--- src/rtl/neogeo_bus_pkg.sv ---
// Shared bus types and constants for the 68k bus bridge.
package neogeo_bus_pkg;

  localparam int unsigned ADDR_W = 23;
  localparam int unsigned DATA_W = 16;
  localparam int unsigned BE_W   = 2;
  localparam int unsigned CNT_W  = 8;

  // Value presented on FX68K_DATAIN when no device drives the bus.
  localparam logic [DATA_W-1:0] IDLE_BUS_DATA = 16'hFFFF;

  typedef enum logic [2:0] {
    ST_IDLE    = 3'd0,
    ST_ISSUE   = 3'd1,
    ST_WAIT    = 3'd2,
    ST_HOLD    = 3'd3,
    ST_RELEASE = 3'd4
  } bus_state_e;

  // Request latched toward the fabric at the start of a 68k bus cycle.
  typedef struct packed {
    logic [ADDR_W-1:0] addr;
    logic              we;
    logic [BE_W-1:0]   be;
    logic [DATA_W-1:0] wdata;
  } bus_req_t;

endpackage

--- src/rtl/m68k_wait_counter.sv ---
// Enable-gated wait-state counter for the 68k bus bridge.
// Compare outputs refer to the count including the enable being sampled.
// The ==TIMEOUT compare exists only when M68K_BUS_TIMEOUT_EN is defined.
module m68k_wait_counter
  import neogeo_bus_pkg::*;
#(
  parameter int unsigned MIN_WAIT = 2,
`ifdef M68K_BUS_TIMEOUT_EN
  parameter int unsigned TIMEOUT  = 255,
`endif
  parameter int unsigned SAT_MAX  = 255
) (
  input  logic clk,
  input  logic rst,
  input  logic clr,
  input  logic inc,
`ifdef M68K_BUS_TIMEOUT_EN
  output logic eq_timeout_c,
`endif
  output logic ge_min_c
);

  logic [CNT_W-1:0] count_q;
  logic [CNT_W-1:0] count_d;
  logic [CNT_W:0]   count_inc;

  assign count_inc = {1'b0, count_q} + (CNT_W+1)'(1);

  // Clear on issue, otherwise saturating increment on each enable
  always_comb begin
    count_d = count_q;
    if (clr) begin
      count_d = '0;
    end else if (inc && (count_q != CNT_W'(SAT_MAX))) begin
      count_d = count_inc[CNT_W-1:0];
    end
  end

  // Count register
  always_ff @(posedge clk) begin
    if (rst) begin
      count_q <= '0;
    end else begin
      count_q <= count_d;
    end
  end

  assign ge_min_c = (count_inc >= (CNT_W+1)'(MIN_WAIT));
`ifdef M68K_BUS_TIMEOUT_EN
  assign eq_timeout_c = (count_inc == (CNT_W+1)'(TIMEOUT));
`endif

endmodule

--- src/rtl/m68k_bus_bridge.sv ---
// 68000 bus cycle to single-beat req/ack bridge with minimum wait states.
// Optional bus timeout enabled by defining M68K_BUS_TIMEOUT_EN.
module m68k_bus_bridge
  import neogeo_bus_pkg::*;
#(
  parameter int unsigned MIN_WAIT = 2,
  parameter int unsigned TIMEOUT  = 255
) (
  input  logic              CLK,
  input  logic              RESET,
  input  logic              CLK_EN_68K_P,
  input  logic              nAS,
  input  logic              nUDS,
  input  logic              nLDS,
  input  logic              M68K_RW,
  input  logic [ADDR_W-1:0] M68K_ADDR,
  input  logic [DATA_W-1:0] FX68K_DATAOUT,
  output logic              nDTACK,
  output logic [DATA_W-1:0] FX68K_DATAIN,
  output logic              REQ,
  output logic [ADDR_W-1:0] REQ_ADDR,
  output logic              REQ_WE,
  output logic [BE_W-1:0]   REQ_BE,
  output logic [DATA_W-1:0] REQ_WDATA,
  input  logic              ACK,
  input  logic [DATA_W-1:0] ACK_DATA,
  output logic              TIMEOUT_ERR
);

  // Counter only needs to reach whichever compare point is larger.
  localparam int unsigned SAT_MAX = (TIMEOUT > MIN_WAIT) ? TIMEOUT : MIN_WAIT;

  bus_state_e        state_q, state_d;
  bus_req_t          req_pl_q, req_pl_d;
  logic              req_q, req_d;
  logic              ndtack_q, ndtack_d;
  logic              done_q, done_d;
  logic              abort_q, abort_d;
  logic [DATA_W-1:0] rdata_q, rdata_d;

  logic in_cycle_c, start_c, ack_c, abort_now_c;
  logic hold_c, release_c, timeout_c, ge_min_c;

  assign in_cycle_c  = (state_q == ST_ISSUE) || (state_q == ST_WAIT);
  assign start_c     = (state_q == ST_IDLE) && CLK_EN_68K_P && !nAS && (!nUDS || !nLDS);
  assign ack_c       = in_cycle_c && req_q && ACK;
  // CPU has dropped nAS before we acknowledged: finish the fabric side silently.
  assign abort_now_c = abort_q || (CLK_EN_68K_P && nAS);
  assign release_c   = in_cycle_c && ((ack_c && abort_now_c) || (CLK_EN_68K_P && nAS && done_q));
  assign hold_c      = in_cycle_c && CLK_EN_68K_P && !nAS && !abort_q && done_q && ge_min_c;

`ifdef M68K_BUS_TIMEOUT_EN
  logic terr_q, terr_d;
  logic eq_timeout_c;

  assign timeout_c   = in_cycle_c && CLK_EN_68K_P && eq_timeout_c && req_q && !ack_c;
  assign TIMEOUT_ERR = terr_q;
`else
  assign timeout_c   = 1'b0;
  assign TIMEOUT_ERR = 1'b0;
`endif

  m68k_wait_counter #(
    .MIN_WAIT     (MIN_WAIT),
`ifdef M68K_BUS_TIMEOUT_EN
    .TIMEOUT      (TIMEOUT),
`endif
    .SAT_MAX      (SAT_MAX)
  ) u_wait_counter (
    .clk          (CLK),
    .rst          (RESET),
    .clr          (start_c),
    .inc          (in_cycle_c && CLK_EN_68K_P),
`ifdef M68K_BUS_TIMEOUT_EN
    .eq_timeout_c (eq_timeout_c),
`endif
    .ge_min_c     (ge_min_c)
  );

  // State register
  always_ff @(posedge CLK) begin
    if (RESET) begin
      state_q <= ST_IDLE;
    end else begin
      state_q <= state_d;
    end
  end

  // Next-state logic
  always_comb begin
    state_d = state_q;
    case (state_q)
      ST_IDLE: begin
        if (start_c) state_d = ST_ISSUE;
      end
      ST_ISSUE, ST_WAIT: begin
        if (release_c || (timeout_c && abort_now_c)) begin
          state_d = ST_RELEASE;
        end else if (hold_c || timeout_c) begin
          state_d = ST_HOLD;
        end else begin
          state_d = ST_WAIT;
        end
      end
      ST_HOLD: begin
        if (CLK_EN_68K_P && nAS) state_d = ST_RELEASE;
      end
      ST_RELEASE: state_d = ST_IDLE;
      default:    state_d = ST_IDLE;
    endcase
  end

  // Output and datapath next values
  always_comb begin
    req_d    = req_q;
    req_pl_d = req_pl_q;
    ndtack_d = ndtack_q;
    rdata_d  = rdata_q;
    done_d   = done_q;
    abort_d  = abort_q;
`ifdef M68K_BUS_TIMEOUT_EN
    terr_d   = 1'b0;
`endif
    case (state_q)
      ST_IDLE: begin
        if (start_c) begin
          req_d          = 1'b1;
          req_pl_d.addr  = M68K_ADDR;
          req_pl_d.we    = ~M68K_RW;
          req_pl_d.be    = {~nUDS, ~nLDS};
          req_pl_d.wdata = FX68K_DATAOUT;
          done_d         = 1'b0;
          abort_d        = 1'b0;
        end
      end
      ST_ISSUE, ST_WAIT: begin
        abort_d = abort_now_c;
        if (ack_c) begin
          req_d  = 1'b0;
          done_d = 1'b1;
          if (!abort_now_c && !req_pl_q.we) rdata_d = ACK_DATA;
        end
        if (timeout_c) begin
          req_d = 1'b0;
`ifdef M68K_BUS_TIMEOUT_EN
          terr_d = 1'b1;
`endif
          if (!abort_now_c && !req_pl_q.we) rdata_d = IDLE_BUS_DATA;
        end
        if (hold_c || (timeout_c && !abort_now_c)) ndtack_d = 1'b0;
      end
      ST_HOLD: begin
        if (CLK_EN_68K_P && nAS) ndtack_d = 1'b1;
      end
      default: ;
    endcase
  end

  // Datapath and output registers
  always_ff @(posedge CLK) begin
    if (RESET) begin
      req_q    <= 1'b0;
      req_pl_q <= '0;
      ndtack_q <= 1'b1;
      rdata_q  <= IDLE_BUS_DATA;
      done_q   <= 1'b0;
      abort_q  <= 1'b0;
`ifdef M68K_BUS_TIMEOUT_EN
      terr_q   <= 1'b0;
`endif
    end else begin
      req_q    <= req_d;
      req_pl_q <= req_pl_d;
      ndtack_q <= ndtack_d;
      rdata_q  <= rdata_d;
      done_q   <= done_d;
      abort_q  <= abort_d;
`ifdef M68K_BUS_TIMEOUT_EN
      terr_q   <= terr_d;
`endif
    end
  end

  assign nDTACK       = ndtack_q;
  assign FX68K_DATAIN = rdata_q;
  assign REQ          = req_q;
  assign REQ_ADDR     = req_pl_q.addr;
  assign REQ_WE       = req_pl_q.we;
  assign REQ_BE       = req_pl_q.be;
  assign REQ_WDATA    = req_pl_q.wdata;

endmodule

--- config.mk ---
export PLATFORM = sky130hd
export DESIGN_NAME = m68k_bus_bridge
export DESIGN_NICKNAME = d
export VERILOG_FILES = /design/src/rtl/neogeo_bus_pkg.sv /design/src/rtl/m68k_wait_counter.sv /design/src/rtl/m68k_bus_bridge.sv
export SDC_FILE = /design/constraint.sdc
export NUM_CORES = 1
export LEC_CHECK = 0
export CORE_MARGIN = 3
export CORE_UTILIZATION = 30
export DETAILED_ROUTE_END_ITERATION = 8
export HOLD_SLACK_MARGIN = 0.12
export SLEW_MARGIN = 0
export SYNTH_ARGS = -nofsm -noshare
export SYNTH_HDL_FRONTEND = slang
export SYNTH_SLANG_ARGS = --single-unit
--- constraint.sdc ---
create_clock -name CLK -period 2.91 [get_ports CLK]
set_input_delay 0.291 -clock CLK [delete_from_list [all_inputs] [get_ports CLK]]
set_output_delay 0.291 -clock CLK [all_outputs]
set_load 0.02 [all_outputs]
# ---- Word-level counts from Yosys, hierarchy flattened
# Cells that the tools add are included.
dict set report totals {
  word_cells 76
  ramBits 0
  output_inout_bits 61
  n_memories 0
  romBits 0
  register_bits 73
  latch_bits 0
  input_bits 63
}
dict set report op_classes {
  n_reduce_logical 37
  n_eq_ne 8
  n_mux 15
  n_mul 0
  n_addsub 1
  shift 0
  order_cmp 1
  n_div 0
  bitwise_logic 3
}
# op n
set ops {}
lappend ops {{1-bit logical AND} 16}
lappend ops {{8-bit by 1-bit adder with 9-bit output, second input constant} 1}
lappend ops {{9-bit by 2-bit greater-or-equal comparator with 1-bit output, second input constant} 1}
lappend ops {{3-bit 2-to-1 mux} 3}
lappend ops {{3-bit one-hot mux with 3 select lines} 1}
lappend ops {{3-bit AND reduction} 3}
lappend ops {{2-bit != test, second input constant} 4}
lappend ops {{8-bit != test, second input constant} 1}
lappend ops {{1-bit one-hot mux with 2 select lines} 4}
lappend ops {{1-bit 2-to-1 mux} 7}
lappend ops {{3-bit by 2-bit equality test with 1-bit output, second input constant} 2}
lappend ops {{1-bit zero test} 6}
lappend ops {{2-bit AND reduction} 3}
lappend ops {{1-bit logical OR} 4}
lappend ops {{2-bit nonzero test} 2}
lappend ops {{2-bit OR reduction} 2}
lappend ops {{3-bit by 1-bit equality test with 1-bit output, second input constant} 1}
lappend ops {{3-bit zero test} 1}
lappend ops {{1-bit NOT} 3}

# ---- Depth between registers and ports, before layout
# Gate-level depths: netlist of run 1.
dict set report logic_depth {
  ltp_word 10
  mapped_depth 8
  ltp_nobuf 6
}

# ---- Modules after synthesis
# A second synthesis of run 1 with hierarchy kept.
dict set report unflattened {
  cells_unflattened 362
  hier_area_um2 3020.4
}
# module cells_per_inst area_each_um2 instances
set by_module_without_submodules {}
lappend by_module_without_submodules {m68k_bus_bridge 298 2486.1 1}
lappend by_module_without_submodules {m68k_wait_counter 64 534.3 1}

# ---- Worst setup path before layout of run 1
# OpenSTA, ideal clock, no wires.
dict set report synth_timing {
  path_type {register -> register}
  start {register state_q[0]}
  end {register rdata_q[12], in the netlist FX68K_DATAIN[12]}
  path_stages_with_launch 7
  setup_ns 0.120
  path_slack_ns 1.229
  required_time_ns 2.790
  arrival_ns 1.561
  cell_sequence {dfxtp_1 > xor2_2 > nand4b_2 > nor4b_4 > buf_6 > nor2b_1 > a211o_1}
}
dict set report synth_via {
  elab_chain_cells 5
  word_cells_on_any_way 7
  cone_classes {2 x eq/ne; 5 x reduce/logical}
}
# item line
set synth_lines {}
lappend synth_lines {{start: declaration} m68k_bus_bridge.sv:33} ;# bus_state_e state_q, state_d;
lappend synth_lines {{start signal: assignment} m68k_bus_bridge.sv:85} ;# state_q <= state_d;
lappend synth_lines {{3-bit by 1-bit equality test with 1-bit output or 3-bit by 2-bit equality test with 1-bit output (tied branches)} {m68k_bus_bridge.sv:44, m68k_bus_bridge.sv:124}}
lappend synth_lines {{1-bit logical OR} m68k_bus_bridge.sv:44} ;# assign in_cycle_c = (state_q == ST_ISSUE) || (state_q == ST_WAIT);
lappend synth_lines {{1-bit logical AND (2 in series)} m68k_bus_bridge.sv:46} ;# assign ack_c = in_cycle_c && req_q && ACK;
lappend synth_lines {{3-bit AND reduction (no line) *} --}
lappend synth_lines {{end signal: assignment} m68k_bus_bridge.sv:175} ;# rdata_q <= rdata_d;
lappend synth_lines {{end: declaration} m68k_bus_bridge.sv:39} ;# logic [DATA_W-1:0] rdata_q, rdata_d;
# Every way passes the cells marked *; elsewhere a longest branch is shown, timed or not.
# A chain may end at the register's enable or synchronous reset.

# ---- Final worst setup path of run 1
dict set report layout_timing {
  start {register state_q[0]}
  end {register rdata_q[2], in the netlist FX68K_DATAIN[2]}
}
# The elaborated chain is that of the path after synthesis.

==> run summary, run 1 <==
The flow ran to the end, and the final reports show no timing, DRC or antenna violations. For the signal arrival time at the worst endpoint, the log shows 2.11 ns. The clock passes through at most 2 buffers.

The post-detailed-route count of antenna-violating nets came out at 0. Setup violations remaining at the end of the flow were counted as 0. The dominant synthesized flop cell was sky130_fd_sc_hd__dfxtp_1. In this run the core area contains 35 standard-cell rows. The average instance in the mapped netlist occupies 8.61 sq um. Once layout is complete, the utilization of the core stands at 47.6%.

The H-tree generated during clock tree synthesis spans 3 levels. For this run, design rule violations remaining after detail routing come to 0. After routing, the total negative slack on setup checks comes to 0 ns. The count of pins over their slew limit came out at 0. For the pin with the worst max-slew slack, the measured transition is 0.577 ns. The logs give 1.03 ns for the internal reg-to-reg setup slack and 0 for the count of synthesis-stage warnings from yosys. Yosys instantiated no cell more often than sky130_fd_sc_hd__nand2_1. The pre-CTS setup slack was 0.741 ns. The sequential share of the synthesized area was 50.4%; the total core area was 0.00933 sq mm. The number of setup buffers added after CTS is 0.

Using the TritonRoute via totals, the vias-per-cell ratio works out to 4.53. The met1 wire length came out at 3360 um. TritonCTS built the clock tree.

For this design, the sink count on the clock tree is 73. In this run the static leakage power is 1.58 nW. The logs give 0.00146 sq mm for the register area and 2713 for the number of global-route vias before repair. The logs give 103 for the number of violations reported at the end of detailed-routing iteration 0 and 3380 um for the detailed-routed wire length on met2. Headroom to the max-slew limit came out at 61.5%. Post-CTS clock slew at the launch and capture registers of the worst setup and hold paths: 0.08 ns.

The combined area of all synthesized cells came out at 0.00290 sq mm. sky130_fd_sc_hd__dfxtp_1 takes more of the synthesized area than any other cell. Synthesis produced a netlist with a net count of 402. The worst register-to-register path ends at FX68K_DATAIN[2]. Sum of net half-perimeters after detailed placement: 5430 um.

The worst setup margin was 1.03 ns; the proportion of netlist area held by the largest area contributor was 50.4%. The post-layout minimum cycle time was 1.88 ns. The share of the clock period used by the worst path came out at 64.6%. Sorting the synthesized cells by how often they occur yields sky130_fd_sc_hd__nand2_1 (86), sky130_fd_sc_hd__dfxtp_1 (73), sky130_fd_sc_hd__a21oi_1 (42), sky130_fd_sc_hd__nor2b_1 (19), sky130_fd_sc_hd__clkbuf_1 (17).

After clock tree synthesis, the repair step resized 0 gates. The root buffer cell was sky130_fd_sc_hd__clkbuf_8. Ranked by total cell area, the synthesized netlist is headed by sky130_fd_sc_hd__dfxtp_1 (50%), sky130_fd_sc_hd__nand2_1 (11%), sky130_fd_sc_hd__a21oi_1 (7.2%). The die covers 0.0109 sq mm. The logs give 38 for the post-synthesis cell type count and 0 for the total global routing overflow. The startpoint identified for the worst register-to-register timing path is state_q[0]. The die is 104 um wide. Growth of design area from synthesis to finish: 53.0%. The later pin in the worst-skew pair is clocked with a latency of 0.34 ns. The tools report the wire length of the first global-routing pass as 12600 um.

Across the VDD grid, the largest voltage drop is 0.306 mV. In this run the worst hold path is classified as primary input to flip-flop. For this design the ratio of total power to cell area is 534 mW/mm^2. Counting flops with a built-in enable in the synthesized netlist gives 0. The number of endpoints with negative hold slack in the final report was 0. Global routing consumed, over all layers together, 13.9% of the routing resources. Uppermost layer routed: met4. Setup repair after global routing left no endpoint under its margin. Fill cells in the final layout number 895. Buffers inserted during clock tree synthesis total 9. For the worst flop-to-flop path, the logic depth is 6. The multi-input combinational cells in the finished layout cover a total of 0.00131 sq mm. Summing over every cut layer, the via total after detailed routing is 2656. For this run, asynchronously set or reset flops after synthesis account for 0%.

The number of buffers added to fix hold violations after cts is 0. The congestion estimate from routability-driven global placement came to 0.744. The number of antenna violations at the first check in global routing is 0, and the average wire per standard cell is 12.8 um.

The initial utilization of the core area, before any placement, comes to 31.1%. The tools report the post-layout net count as 517. Number of top-level pins: 124. The achievable frequency came out at 532 MHz. In this run the vertical extent of the chip is 104 um. Summed over all nets, wire length on met3 after detailed routing comes to 723 um. The beginning of the worst hold path is RESET. STA classifies the critical path startpoint as a flip-flop. The worst hold path terminates at REQ_ADDR[5].

Across the run, the number of max-cap violations was 0. Counting flops and latches in the post-synthesis netlist gives 73. STA puts the critical path data required time at 3.14 ns. The tools report the final wirelength as 7520 um.

The tools report the largest net degree at the start of global routing as 33. On the final layout, the worst clock skew is 0.00709 ns. The total of buffers placed on input and output ports was 122; the largest fanout on the critical path was 32.

After technology mapping, the gate count stands at 337. The ratio of cells with drive above 1 in the final layout was 6.13%; the number of iterations in the first detailed-routing pass was 4. The worst setup path is captured at a flip-flop.

The repair_antennas step left the layout with diodes totalling 0. By startpoint and endpoint, the worst setup path is classified as flip-flop to flip-flop. The depth of the worst hold-timing path is 2.
-- layer usage --
metal  vias up  global-route usage, %
met1      1212                   17.0
met2        80                   22.1
met3         6                   6.77
met5         -                      0
met4         0                   3.13
li1       1358                      -
-- sequential cells by signal, indices dropped and copies added, names as in the netlist --
register / flops
REQ_ADDR: 23
FX68K_DATAIN: 16
REQ_WDATA: 16
u_wait_counter.count_q: 8
state_q: 3
REQ_BE: 2
REQ: 1
REQ_WE: 1
abort_q: 1
done_q: 1
nDTACK: 1
-- how the worst max path moves through the flow --
stage                  from               end  slack, ns  cells past startpoint
6_report         state_q[0]   FX68K_DATAIN[2]       1.03                      6
5_1_grt          state_q[0]  FX68K_DATAIN[12]       0.85                      6
4_1_cts          state_q[0]   FX68K_DATAIN[6]       1.01                      6
3_5_place_dp   CLK_EN_68K_P       REQ_ADDR[9]       0.74                      7
3_3_place_gp   CLK_EN_68K_P       REQ_ADDR[8]       0.82                      7
2_1_floorplan    state_q[0]  FX68K_DATAIN[12]       1.23                      6
-- kinds of logic after synthesis --
group	synth area share (%)
AND/OR/NAND/NOR	23.6
buffers and inverters	4.44
multiplexers	1.04
adder cells (fa/ha/maj)	0.863
AO/OA/AOI/OAI	16.5
flip-flops	50.4
XOR/XNOR	2.98
other	0.129
-- worst max-delay path, cell delays in order, from the launching register on --
cell	delay (ns)
sky130_fd_sc_hd__dfxtp_1	0.44
sky130_fd_sc_hd__xor2_2	0.25
sky130_fd_sc_hd__nand4b_2	0.17
sky130_fd_sc_hd__nor4b_4	0.22
sky130_fd_sc_hd__buf_4	0.33
sky130_fd_sc_hd__nor2b_1	0.08
sky130_fd_sc_hd__a211o_1	0.27
-- metrics by stage --
step / instance area [sq um] / cells / hold WS [ns] / power, mW
after global routing: 4440 / 586 / 0.468 / 2.48
after floorplan: 2900 / 337 / 0.387 / 1.32
after CTS: 4440 / 586 / 0.443 / 2.41
after global placement: 4220 / 570 / 0.442 / 1.53
after detailed placement: 4220 / 570 / 0.450 / 1.53
final: 4440 / 586 / 0.453 / 2.37
-- final cells by class --
type	count	share of cell area, %
Clock buffer	11	3.19
Inverter	2	0.169
Tap cell	129	3.64
Clock inverter	5	1.78
Multi-Input combinational cell	236	29.5
Sequential cell	73	32.9
Timing Repair Buffer	130	28.8
-- power by group --
part           switching [mW]  internal [mW]
sequential             0.0381           1.05
combinational           0.204          0.211
clock                   0.362          0.505
-- cells in the final DEF, fill, tap and decap left out, types with 4 or more instances in the layout --
| cell type | instances |
|---|---|
| sky130_fd_sc_hd__clkbuf_8 | 10 |
| sky130_fd_sc_hd__clkdlybuf4s50_1 | 121 |
| sky130_fd_sc_hd__buf_4 | 8 |
| sky130_fd_sc_hd__nand2b_1 | 4 |
| sky130_fd_sc_hd__a211oi_1 | 5 |
| sky130_fd_sc_hd__a211o_1 | 16 |
| sky130_fd_sc_hd__nor2_1 | 16 |
| sky130_fd_sc_hd__dfxtp_1 | 73 |
| sky130_fd_sc_hd__a21oi_1 | 42 |
| sky130_fd_sc_hd__nor2b_1 | 19 |
| sky130_fd_sc_hd__xor2_1 | 5 |
| sky130_fd_sc_hd__nand2_1 | 86 |
| sky130_fd_sc_hd__nor3_1 | 7 |
Note: power is estimated with default switching activity, not from simulation.
==> run 2, diff against run 1 <==
clock period = 1.61 ns   (was 2.91 ns; I/O delays follow)
==> run 2 against run 1 <==
  * The flow now finishes with violations (setup timing)
  * Worst hold slack worse by 0.28 ns
  * First-iteration DRC count is 42% lower
  * Via count is 6.3% higher
  * Maximum frequency is 10% higher
==> run summary, run 2 (synthesized netlist as in run 1, its figures left out) <==
The flow ran to the end, but the final reports show violations. The checks that failed: setup timing. The wire length of the first global-routing pass was 13600 um; the number of iterations in the first detailed-routing pass was 4. The sum of net half-perimeters after detailed placement is 5630 um. STA classifies the critical path endpoint as a flip-flop.

The startpoint identified for the worst register-to-register timing path is u_wait_counter.count_q[1]. Clock latency on the worst-skew pair, taken at its later pin, is 0.34 ns. The number of violations reported at the end of detailed-routing iteration 0 was 60.

The library cell used most frequently in the layout, excluding fill and tap cells, is sky130_fd_sc_hd__clkdlybuf4s50_1. Critical path's slowest cell: sky130_fd_sc_hd__o41ai_2. In the layout the commonest cells are sky130_fd_sc_hd__clkdlybuf4s50_1 (119), sky130_fd_sc_hd__nand2_1 (86), sky130_fd_sc_hd__dfxtp_1 (67). Once detail routing completed, the nets flagged for antenna violations numbered 0.

The total power draw was 4.51 mW; the horizontal extent of the die was 104 um. The static power due to leakage is 1.83 nW. The cell sitting at the root of the clock tree is a sky130_fd_sc_hd__clkbuf_8. The deepest level of the CTS H-tree came out at 3. The post-CTS clock slew at the launch and capture registers of the worst setup and hold paths was 0.08 ns; the power density over cell area was 932 mW/mm^2. TritonCTS built the clock tree.

Counting the fill cells in the layout gives 871. The achievable frequency is 586 MHz, and the largest net degree at the start of global routing is 43. The flip-flop count of the largest register after layout was 23; the post-route non-filler standard cell count was 616. The worst endpoint required time was 1.88 ns. The growth of design area from synthesis to finish came out at 67.0%. The signal on the critical path passes through ha_4, nand2b_4, mux2i_1, a31oi_1, o41ai_2, mux2i_1. The total of buffers placed on input and output ports was 122; the count of pins over their slew limit was 0. The endpoint of the worst register-to-register path was nDTACK. Internal reg-to-reg setup slack: -0.1 ns. The share of the core filled with cells in the final layout was 51.9%.

Logic depth of the worst register-to-register path: 6. The average wire per standard cell was 13.4 um; the total setup violations reported at the end of the flow was 18. For this run, design rule violations remaining after detail routing come to 0.

The logic depth of the worst setup path including buffers is 6, and the worst-case clock buffer depth is 2. Worst-case clock skew: 0.00628 ns. The most critical setup path has its endpoint at nDTACK.

The initial utilization of the core area, before any placement, comes to 31.1%. Setup repair after global routing could not meet its margin everywhere. Top cell family by delay on the critical path: compound AO/OA/AOI/OAI gates. The overall die height is 104 um, and the number of endpoints with negative hold slack in the final report is 0. The final wirelength is 8230 um, and the number of antenna violations at the first check in global routing is 0. The tools report the worst setup margin as -0.0952 ns. Buffers inserted during clock tree synthesis total 9. The vias per cell was 4.58; the number of top-level pins was 124.

The antenna diode count was 0; the number of placed cells counting well taps was 594. The total core area is 0.00933 sq mm. Signal arrival time at the worst endpoint: 1.98 ns.

Among the stages of the critical path, the cell type that occurs most often is sky130_fd_sc_hd__mux2i_1. Number of global-route vias before repair: 2781. The tree built by TritonCTS fans out to 73 sinks.

The worst voltage drop across the vdd grid came out at 0.447 mV. The most critical setup path has its startpoint at u_wait_counter.count_q[1]. The ratio of cells with drive above 1 in the final layout came out at 15.2%. Max-cap violations in this run came to 0. The longest individual stage delay on the worst path works out to 0.51 ns. The total number of vias was 2824; the row count was 35. The total overflow left after global routing is 0. The final layout contains 548 nets. The post-layout minimum cycle time is 1.71 ns, and the critical path buffer and inverter count is 0. The share of the clock period used by the worst path is 106%, and the global placer's final weighted congestion is 0.783.

The critical path is of the flip-flop to flip-flop type. The startpoint type of the worst setup path is a flip-flop. The largest fanout on the critical path is 3. The type of the worst min-delay path is primary input to flip-flop.

The floorplan step defined a die boundary enclosing 0.0109 sq mm. The overall routing resource usage is 15.1%.
run 2: worst min-delay path by stage:
stage                 start      endpoint  slack, ns  depth (start not counted)
6_report              RESET   REQ_ADDR[9]       0.18                          2
5_1_grt               RESET   REQ_ADDR[9]       0.18                          2
4_1_cts               RESET   REQ_ADDR[9]       0.16                          2
3_5_place_dp    REQ_ADDR[4]   REQ_ADDR[4]       0.45                          2
3_3_place_gp   REQ_WDATA[7]  REQ_WDATA[7]       0.44                          2
2_1_floorplan          nLDS     REQ_BE[0]       0.26                          1
run 2: what timing repair did:
action / 4_1_cts / 5_1_grt
buffers inserted: 5 / 0
pin swaps: 11 / 2
endpoints found under the hold margin: 0 / 0
hold buffers: 0 / 0
gates resized for setup: 13 / 8
cloned: 2 / 0
setup endpoints to repair: 19 / 63
run 2: per-layer routing:
layer / part of all wire [%] / track usage [%]
met3: 7.7 / 5.21
met2: 48 / 24.1
met4: 0.62 / 4.84
met5: 0 / 0
met1: 44 / 19.0
run 2: report_power, final:
part / switching [mW] / total [mW] / leakage (nW) / internal (mW)
Clock: 0.696 / 1.66 / 0.115 / 0.963
Combinational: 0.411 / 0.879 / 1.12 / 0.468
Sequential: 0.0706 / 1.98 / 0.596 / 1.90
Total: 1.18 / 4.51 / 1.83 / 3.34
run 2: area by class of cell:
class | instances | area [sq um] | share of cell area [%]
timing repair buffer | 161 | 1590 | 32.8
sequential | 73 | 1470 | 30.4
multi-input combinational | 236 | 1390 | 28.6
tap | 129 | 161 | 3.33
clock buffer | 11 | 153 | 3.15
clock inverter | 4 | 73.8 | 1.52
inverter | 2 | 7.51 | 0.155
run 2: metrics by stage:
step	setup WS [ns]	hold WS (ns)	instance area, sq um	setup TNS (ns)
3_3_place_gp	-0.211	0.442	4460	-12.26
6_report	-0.0952	0.176	4840	-1.00
2_1_floorplan	-0.0132	0.257	2930	-0.158
5_1_grt	-0.193	0.182	4840	-2.68
4_1_cts	-0.0398	0.161	4810	-0.530
3_5_place_dp	-0.237	0.447	4460	-13.11
